$ cat config.mk
export PLATFORM = sky130hd
export DESIGN_NAME = sobel_grad_stream
export DESIGN_NICKNAME = d
export VERILOG_FILES = /design/src/rtl/sobel_grad_stream.sv
export SDC_FILE = /design/constraint.sdc
export NUM_CORES = 1
export LEC_CHECK = 0
export ABC_AREA = 1
export CELL_PAD_IN_SITES_DETAIL_PLACEMENT = 0
export CELL_PAD_IN_SITES_GLOBAL_PLACEMENT = 1
export CORE_ASPECT_RATIO = 0.7
export CORE_MARGIN = 5
export CORE_UTILIZATION = 37
export CTS_CLUSTER_SIZE = 20
export DETAILED_ROUTE_END_ITERATION = 6
export GPL_ROUTABILITY_DRIVEN = 0
export PLACE_DENSITY = 0.89
export SETUP_SLACK_MARGIN = 0.02
export SYNTH_ARGS = -nofsm -noshare
export SYNTH_HDL_FRONTEND = slang
export SYNTH_SLANG_ARGS = --single-unit
$ cat constraint.sdc
create_clock -name clk -period 3.8 [get_ports clk]
set_clock_uncertainty 0.05 [all_clocks]
set_input_delay 0.76 -clock clk [delete_from_list [all_inputs] [get_ports clk]]
set_output_delay 0.76 -clock clk [all_outputs]
set_load 0.05 [all_outputs]
$ cat src/rtl/sobel_grad_stream.sv
// Streaming horizontal-gradient edge detector: RGB -> luma -> |dY| -> mask or grey magnitude.
module sobel_grad_stream #(
    parameter int unsigned         CH_W     = 8,
    parameter logic [3*CH_W-1:0]   EDGE_VAL = '1,
    parameter logic [3*CH_W-1:0]   BG_VAL   = '0
) (
    input  logic                clk,
    input  logic                rst,
    input  logic                in_valid,
    output logic                in_ready,
    input  logic                in_sol,
    input  logic [3*CH_W-1:0]   pix_in,
    input  logic [CH_W-1:0]     thresh,
    input  logic                mode,
    output logic                out_valid,
    input  logic                out_ready,
    output logic                out_sol,
    output logic [3*CH_W-1:0]   pix_out
);

    localparam int unsigned PIX_W = 3 * CH_W;
    localparam int unsigned SUM_W = CH_W + 2;

    logic                s1_valid_q, s1_valid_d;
    logic [CH_W-1:0]     s1_y_q;
    logic                s1_sol_q;
    logic [CH_W-1:0]     s1_thr_q;
    logic                s1_mode_q;

    logic                s2_valid_q, s2_valid_d;
    logic [PIX_W-1:0]    s2_pix_q;
    logic                s2_sol_q;

    logic [CH_W-1:0]     y_prev_q;
    logic                line_act_q;

    logic                accept;
    logic                s2_adv;
    logic [SUM_W-1:0]    luma_sum;
    logic [CH_W-1:0]     luma_y;
    logic signed [CH_W:0] diff;
    logic signed [CH_W:0] mag;
    logic [CH_W-1:0]     grad;
    logic [PIX_W-1:0]    pix_fmt;

    // Handshake: the pipeline can take a pixel if any stage is empty or the output drains now
    always_comb begin
        in_ready = !s1_valid_q || !s2_valid_q || out_ready;
        accept   = in_valid && in_ready;
        s2_adv   = s1_valid_q && (!s2_valid_q || out_ready);
    end

    // Luma Y = (R + 2G + B) >> 2, sum is wide enough that no saturation is needed
    always_comb begin
        luma_sum = SUM_W'(pix_in[PIX_W-1 -: CH_W])
                 + (SUM_W'(pix_in[2*CH_W-1 -: CH_W]) << 1)
                 + SUM_W'(pix_in[CH_W-1:0]);
        luma_y   = CH_W'(luma_sum >> 2);
    end

    // Gradient with a signed subtract so a falling step does not wrap; formatted per mode
    always_comb begin
        diff = $signed({1'b0, s1_y_q}) - $signed({1'b0, y_prev_q});
        mag  = diff[CH_W] ? -diff : diff;
        grad = (s1_sol_q || !line_act_q) ? '0 : CH_W'(mag);
        if (s1_mode_q) begin
            pix_fmt = {grad, grad, grad};
        end else begin
            pix_fmt = (grad >= s1_thr_q) ? EDGE_VAL : BG_VAL;
        end
    end

    // Next-state valid bits for both stages
    always_comb begin
        s1_valid_d = s1_valid_q;
        s2_valid_d = s2_valid_q;
        if (accept) begin
            s1_valid_d = 1'b1;
        end else if (s2_adv) begin
            s1_valid_d = 1'b0;
        end
        if (s2_adv) begin
            s2_valid_d = 1'b1;
        end else if (out_ready) begin
            s2_valid_d = 1'b0;
        end
    end

    // Stage 1: capture luma and per-pixel controls on input transfer
    always_ff @(posedge clk or negedge rst) begin
        if (!rst) begin
            s1_valid_q <= 1'b0;
            s1_y_q     <= '0;
            s1_sol_q   <= 1'b0;
            s1_thr_q   <= '0;
            s1_mode_q  <= 1'b0;
        end else begin
            s1_valid_q <= s1_valid_d;
            if (accept) begin
                s1_y_q    <= luma_y;
                s1_sol_q  <= in_sol;
                s1_thr_q  <= thresh;
                s1_mode_q <= mode;
            end
        end
    end

    // Stage 2: output register plus gradient history, updated when stage 1 advances
    always_ff @(posedge clk or negedge rst) begin
        if (!rst) begin
            s2_valid_q <= 1'b0;
            s2_pix_q   <= '0;
            s2_sol_q   <= 1'b0;
            y_prev_q   <= '0;
            line_act_q <= 1'b0;
        end else begin
            s2_valid_q <= s2_valid_d;
            if (s2_adv) begin
                s2_pix_q   <= pix_fmt;
                s2_sol_q   <= s1_sol_q;
                y_prev_q   <= s1_y_q;
                line_act_q <= 1'b1;
            end
        end
    end

    assign out_valid = s2_valid_q;
    assign out_sol   = s2_sol_q;
    assign pix_out   = s2_pix_q;

endmodule

==> results.toml <==
[setup_path]
critPathMaxFanout = 8
worst_path_max_delay_cell = "sky130_fd_sc_hd__fa_1"
path_class = "register to register"
crit_path_capture_type = "register"
max_stage_delay_ps = 540
critical_path.cell_chain = "inv_1 -> ha_1 -> fa_1 -> ha_1 -> inv_1 -> nor2_1 -> nand3_1 -> nor2_1 -> nand2_1 -> nand2_1 -> nand2_1 -> and3_1 -> ha_1 -> nand2_1 -> nor2_1 -> nand4_1 -> o2111ai_1 -> a21oi_1 -> buf_4 -> a21oi_1"
path_common_cell = "sky130_fd_sc_hd__nand2_1"
worst_setup_path_start_kind = "register"
worst-path-buf-inv = 3
worst_ep_arrival_time_ps = 3510
timing.critical_path.required_ps = 3970
critical-path-top-delay-family = "adder cells"

[power_and_ir_drop]
power_per_cell_area_nw_per_um2 = 856
max_vdd_drop_v = 0.000470
static-leakage-power_uw = 0.00174

[global_route]
antenna_violations_before_repair = 0
global_router_s_overall_resource_usage_pct = 14.2
grt-ovfl-total = 0
grt_max_degree = 39
first_global_vias = 2398
grt_pass1_wl_mm = 11.2

[cells_and_area]
filler_cell_count = 721
finalCoreUtilization_pct = 48.2
regArea_um2 = 951
diodes = 0
num-nets-final = 487
drive_gt1_share_pct = 6.47
most_used_cells_in_the_layout_excluding_fill_and_tap_cells = "sky130_fd_sc_hd__nand2_1 (89), sky130_fd_sc_hd__clkdlybuf4s50_1 (63), sky130_fd_sc_hd__inv_1 (55), sky130_fd_sc_hd__dfrtp_1 (38), sky130_fd_sc_hd__o21ai_0 (32)"
commonest_non_fill_non_tap_cell_in_the_layout = "sky130_fd_sc_hd__nand2_1"
multi_input_logic_area_um2 = 1530
final_cells = 515
syn2layout_area_growth_pct = 25.4

[timing]
grt_setup_unrepaired = "no"
hold_slack_ps = 407
slew_headroom_pct = 43.4
max_freq_mhz = 299
post_route_setup_tns_ps = 0
hold_viol = 0
final-max-slew-violation-count = 0
period_share_pct = 88.0
timing_worst_slew_pin_value_ps = 848
finalSetupViolations = 0
shortest_clock_period_the_worst_path_allows_after_layout_ps = 3350

[routing]
wire_per_inst_um = 12.1
initialDrtViolationCount = 133
dr_total_vias = 2422
routed_wirelength_mm = 6.23
detail-route-antenna-nets = 0
drt-pass1-iter-count = 4
drc = 0
drt-vias-per-instance = 4.70

[logic_synthesis]
synth_top_area_share_pct = 33.5
ys_seq_area_share_pct = 33.5
ys.flop_type = "sky130_fd_sc_hd__dfrtp_1"
synth_warnings = 0
synth.distinct_cells = 31
netlist_area_um2 = 2840
synth.avg_cell_area_um2 = 7.76
synth_top_area_cell = "sky130_fd_sc_hd__dfrtp_1"
yosys_register_bits = 38
post_synth_edffs = 0
share_of_flip_flops_with_an_asynchronous_set_or_reset_pct = 100
mappedNetlistNets = 437
synthTopCellsByArea = "sky130_fd_sc_hd__dfrtp_1 (33%), sky130_fd_sc_hd__nand2_1 (12%), sky130_fd_sc_hd__ha_1 (11%)"
post_synth_inst_count = 366

[clock_tree]
cts_buffers = 5
post-cts-setup-buffer-count = 0
cts-resized-gates = 0
post_cts_hold_buffer_count = 0
clk_transition_reported_paths_ps = 80
cts-root-buf = "sky130_fd_sc_hd__clkbuf_8"
htree_levels = 2
ctsLongestPathBuffers = 2
clkSinkCount = 38
clkLatencyLatePin_ps = 290
tritoncts = "yes"

[flow_run]
maxCapViolations = 0

[placed_design]
port-buffer-count = 64
dp_cells = 507
place_hpwl_mm = 5.07

[floorplanning]
floorplan.initialDensity_pct = 38.5
fp-row-count = 26
dieHeight_um = 83.3
floorplan.die_area_um2 = 9560
die_w_um = 115
io-pin-count = 65
design.core.area_um2 = 7380

[min_path]
timing.hold.worst.class = "register to register"

[run_status]
run_status = "complete, no violations"
-- sequential cells by signal, summed over array words and instances, names as in the netlist --
name        count
s1_valid_q      1
s1_mode_q       1
out_valid       1
s1_y_q          8
y_prev_q        8
out_sol         1
line_act_q      1
s1_thr_q        8
pix_out         8
s1_sol_q        1
-- worst paths after layout --
kind	depth (start not counted)	end	slack, ps	startpoint
max	20	pix_out[17]$_DFFE_PN0P_	450	s1_y_q[0]$_DFFE_PN0P_
min	2	line_act_q$_DFFE_PN0P_	410	line_act_q$_DFFE_PN0P_
max reg2reg	20	pix_out[17]$_DFFE_PN0P_	450	s1_y_q[0]$_DFFE_PN0P_
min reg2reg	2	line_act_q$_DFFE_PN0P_	410	line_act_q$_DFFE_PN0P_
max in group asynchronous	1	pix_out[20]$_DFFE_PN0P_	2640	rst
min in group asynchronous	1	y_prev_q[4]$_DFFE_PN0P_	520	rst
-- power by group --
part / internal [uW] / switching, uW
Combinational: 754 / 1390
Clock: 146 / 149
Sequential: 520 / 85.7
Total: 1420 / 1630
-- stage by stage --
stage	instance area (um^2)	setup slack, ps	power, uW
floorplan	2840	649	2290
global placement	3470	494	2720
detailed placement	3470	474	2760
CTS	3560	445	3070
global route	3560	127	3330
finish	3560	455	3050
-- layout make-up --
class                      instances  area share, %
timing repair buffer              66           18.3
clock inverter                     2          0.351
tap                               98           3.44
clock buffer                       6           2.32
sequential                        38           26.7
inverter                          57           6.08
multi-input combinational        248           42.9
-- worst min-delay path: stages (launching register included) --
cell	delay (ps)
sky130_fd_sc_hd__dfrtp_1	330
sky130_fd_sc_hd__inv_1	40
sky130_fd_sc_hd__nand2_1	50
-- synth_stat cells (all sizes together) (2+ instances only) --
cell    count
buf        17
and3        3
inv        57
xnor2       2
xor2        2
fa          9
ha         24
nor2       24
nand4       7
nand2      95
a21oi      24
clkbuf      6
nand3b      2
o21ai      33
nand3      17
o21a        2
dfrtp      38
-- per-layer routing --
layer / vias to the layer above / track usage [%] / wire, um
li1: 1251 / - / -
met1: 1112 / 21.4 / 3210
met2: 54 / 20.7 / 2630
met3: 5 / 3.63 / 350
met4: 0 / 2.56 / 40
met5: - / 0 / 0
-- cells by family after synthesis --
family / share of synthesized area, %
xor+xnor: 1.23
buf+inv: 12.8
compound gates: 11.9
flops: 33.5
fa+ha+maj: 16.9
simple gates: 23.7
No activity file was read; power rests on OpenSTA's default activity.
==> edit 1 (same settings) <==
Register the inputs `thresh` and `mode` before use, without a reset. The logic sees them one clock later. The other inputs are not delayed to match.
--- a/src/rtl/sobel_grad_stream.sv
+++ b/src/rtl/sobel_grad_stream.sv
@@ -21,4 +21,12 @@
     localparam int unsigned PIX_W = 3 * CH_W;
     localparam int unsigned SUM_W = CH_W + 2;
+
+    logic [CH_W-1:0] thresh_q;
+    logic mode_q;
+
+    always_ff @(posedge clk) begin
+        thresh_q <= thresh;
+        mode_q   <= mode;
+    end
 
     logic                s1_valid_q, s1_valid_d;
@@ -100,6 +108,6 @@
                 s1_y_q    <= luma_y;
                 s1_sol_q  <= in_sol;
-                s1_thr_q  <= thresh;
-                s1_mode_q <= mode;
+                s1_thr_q  <= thresh_q;
+                s1_mode_q <= mode_q;
             end
         end
Function: changed (a bounded check fails within 4 cycles, from zero or initial values and one cycle with rst low).
==> edit 1 against the unedited design <==
Synthesized area is 6.7% higher. Final area is 7.6% higher. Sequential cell count is 9 higher. Setup slack worse by 0.11 ns. Utilization hardly changed. Power is 6.4% higher. Worst hold slack worse by 0.033 ns. Sequential share of layout area is 2.8 points higher. Wire length is 3.3% higher. Via count is 3.4% higher. Largest cell class unchanged.
==> edit 1: results (changes against the unedited design) <==
* Sw Pwr at 1.65 mW (+1.2%)
* HPWL Detailed at 5210 microns (+2.8%)
* Proportion of layout cells with a drive suffix above 1 at 7.16% (+0.68 points)
* Clock-cell share at 3.98% (+1.3 points)
* # fillers at 790 (+9.6%)
* Worst Hold End: s1_thr_q[0]
* Post-synth top cells: nand2_1 (90), inv_1 (59), dfrtp_1 (38), o21ai_0 (30), nor2_1 (25)
* Peak supply drop at 637 uV (+36%)
* Via Count at 2,505 (+3.4%)
* #MultiIn Comb at 250 (+0.81%)
* WL met1 at 3350 microns (+4.2%)
* Met3 global-route usage at 4.22% (+0.59 points)
* Hold Path Origin: thresh_q[0]
* Met2 routed WL at 2640 microns (+0.50%)
* Seq/total area at 29.5% (+2.8 points)
* Lkg Pwr at 1.86 nW (+7.0%)
* Grt met2 use at 19.4% (-1.2 points)
* Met1 Use GR at 19.3% (-2.1 points)
* Wire length per cell at 12.1 microns (-0.35%)
* Status: finished, final reports clean
* Count of cell types in the netlist at 32 (+3.2%)
* Metal3 WL at 411 microns (+17%)
* Post-placement cell count at 526 (+3.7%)
* Flop-to-flop setup slack at 0.35 ns (-0.11 ns)
* Dpl cell area at 0.00367 sq mm (+5.8%)
* Synthesized net count at 452 (+3.4%)
* Site Rows at 27 (+3.8%)
* Total Wirelength at 6440 microns (+3.3%)
* FF+latch count at 47 (+24%)
* Gr usage total at 13.3% (-0.96 points)
* Slowest library cell on the worst path: fa_2
* Root buffer cell: clkbuf_16
* Area occupied by registers at 0.00113 sq mm (+19%)
* Final #Nets at 503 (+3.3%)
* Clock buf count at 5 (-1)
* Crit path DAT at 3.62 ns (+0.11 ns)
* Synth area leaders: dfrtp_1 (31%), nand2_1 (11%), ha_1 (9.9%), inv_1 (7.3%), dfxtp_1 (5.9%)
==> edit 1: logic make-up (layout without fill, tap and decap cells) <==
family / Yosys count / after routing / synth area share [%]
AOI/OAI and AO/OA: 62 / 62 / 11.2
and+or+nand+nor: 154 / 154 / 22.8
DFF: 47 / 47 / 37.3
adders and majority gates: 33 / 33 / 15.8
buffers and inverters: 84 / 136 / 12.5
xor gates and xnor gates: 1 / 1 / 0.289
==> edit 1: timing repair <==
item | 4_1_cts | 5_1_grt
endpoints found under the setup margin | 0 | 6
endpoints found under the hold margin | 0 | 0
hold buffers | 0 | 0
gates resized for setup | 0 | 3
==> edit 1: how the worst max path moves through the flow <==
| stage | start | to | cells after the start |
|---|---|---|---|
| 2_1_floorplan | s1_y_q[0] | pix_out[15] | 19 |
| 3_3_place_gp | s1_y_q[0] | pix_out[17] | 20 |
| 3_5_place_dp | s1_y_q[0] | pix_out[22] | 20 |
| 4_1_cts | s1_y_q[0] | pix_out[22] | 20 |
| 5_1_grt | s1_y_q[0] | pix_out[21] | 20 |
| 6_report | s1_y_q[0] | pix_out[22] | 20 |
==> edit 1: power groups by stage <==
| stage | clock network (mW) | registers, mW | logic [mW] |
|---|---|---|---|
| global placement | 0 | 0.706 | 2.02 |
| detailed placement | 0 | 0.711 | 2.07 |
| floorplan | 0 | 0.857 | 1.45 |
| global route | 0.495 | 0.719 | 2.31 |
| CTS | 0.476 | 0.702 | 2.08 |
| finish | 0.463 | 0.698 | 2.08 |
==> edit 1: stage by stage <==
step / hold slack [ns] / power [mW] / setup slack, ns
after detailed placement: 0.374 / 2.78 / 0.357
after floorplan: 0.359 / 2.31 / 0.649
after global routing: 0.412 / 3.52 / 0.0277
after CTS: 0.378 / 3.26 / 0.326
after global placement: 0.368 / 2.72 / 0.454
final: 0.374 / 3.25 / 0.348
==> edit 2 (same settings) <==
Made on the original files. Set the parameter `CH_W` to 12 (it was 8).
--- a/src/rtl/sobel_grad_stream.sv
+++ b/src/rtl/sobel_grad_stream.sv
@@ -1,5 +1,5 @@
 // Streaming horizontal-gradient edge detector: RGB -> luma -> |dY| -> mask or grey magnitude.
 module sobel_grad_stream #(
-    parameter int unsigned         CH_W     = 8,
+    parameter int unsigned         CH_W     = 12,
     parameter logic [3*CH_W-1:0]   EDGE_VAL = '1,
     parameter logic [3*CH_W-1:0]   BG_VAL   = '0
Interface: changed (resized pix_in, pix_out and thresh); port bits go from 65 to 93. No check against the original RTL was run, so the function may have changed too.
==> edit 2 against the unedited design <==
First-iteration DRC count grew 94%. Power rose by 77%. Wire length rose by 76%. Highest routed layer unchanged. Global-route usage is 0.88 points higher. Die area rose by 47%. Utilization increased by 1.1 points. Critical path type unchanged. Sequential cell count rose by 16. Synthesized area grew 53%. Count of clock-buffer cells in the layout is 1 lower. Setup slack worse by 0.33 ns. Final area rose by 61%.
==> edit 2: results (changes against the unedited design) <==
* First-pass GRT wire length at 17,700 microns (+58%)
* Hold Slack at 0.403 ns (-0.00444 ns)
* DRT Pass-1 Iters at 5 (+1)
* FF-to-FF End: pix_out[26]
* Count of cell types in the netlist at 37 (+19%)
* Status: finished, final reports clean
* Grt met2 use at 23.2% (+2.6 points)
* Met1 Use GR at 21.9% (+0.54 points)
* Comb. pwr at 3.97 mW (+85%)
* Peak supply drop at 395 uV (-16%)
* Proportion of layout cells with a drive suffix above 1 at 14.2% (+7.7 points)
* Post-synth top cells: nand2_1 (141), inv_1 (87), dfrtp_1 (54), o21ai_0 (42), nor2_1 (38)
* Initial DRC count at 258 (+94%)
* CP delay by family, top: compound AO/OA/AOI/OAI gates
* Flop-to-flop setup slack at 0.13 ns (-0.33 ns)
* Met3 global-route usage at 3.03% (-0.60 points)
* Largest net degree at the start of global routing at 38 (-2.6%)
* Via Count at 3,973 (+64%)
* Sequential Power at 878 uW (+45%)
* Xor-xnor portion of the synthesized cell area at 1.21% (-0.024 points)
* Syn Inst Count at 583 (+59%)
* Root buffer cell: clkbuf_16
* Final #Nets at 770 (+58%)
* Delay of the slowest critical-path stage at 0.40 ns (-0.14 ns)
* CP max FO at 6 (-2)
* Sequential area share after synthesis at 31.1% (-2.4 points)
==> edit 2: per-layer routing <==
layer | vias up | wire length, microns
li1 | 2020 | -
met3 | 9 | 606
met4 | 0 | 100
met5 | - | 0
met1 | 1843 | 5470
met2 | 101 | 4790
==> edit 2: cell type report <==
class	count	area, sq um
multi-input cells	404	2600
well taps	157	196
clock inverters	3	47.5
inverters	91	342
clock buffers	5	125
repair buffers	111	1060
flip-flops and latches	54	1350
fillers	1084	5880
==> edit 2: through the flow <==
stage / instance area (sq um) / setup slack, ns / power, mW
4_1_cts: 5460 / 0.0261 / 4.87
2_1_floorplan: 4350 / 0.265 / 3.56
6_report: 5730 / 0.126 / 5.38
5_1_grt: 5730 / -0.0272 / 5.80
3_3_place_gp: 5290 / -0.0152 / 4.22
3_5_place_dp: 5290 / -0.202 / 4.31
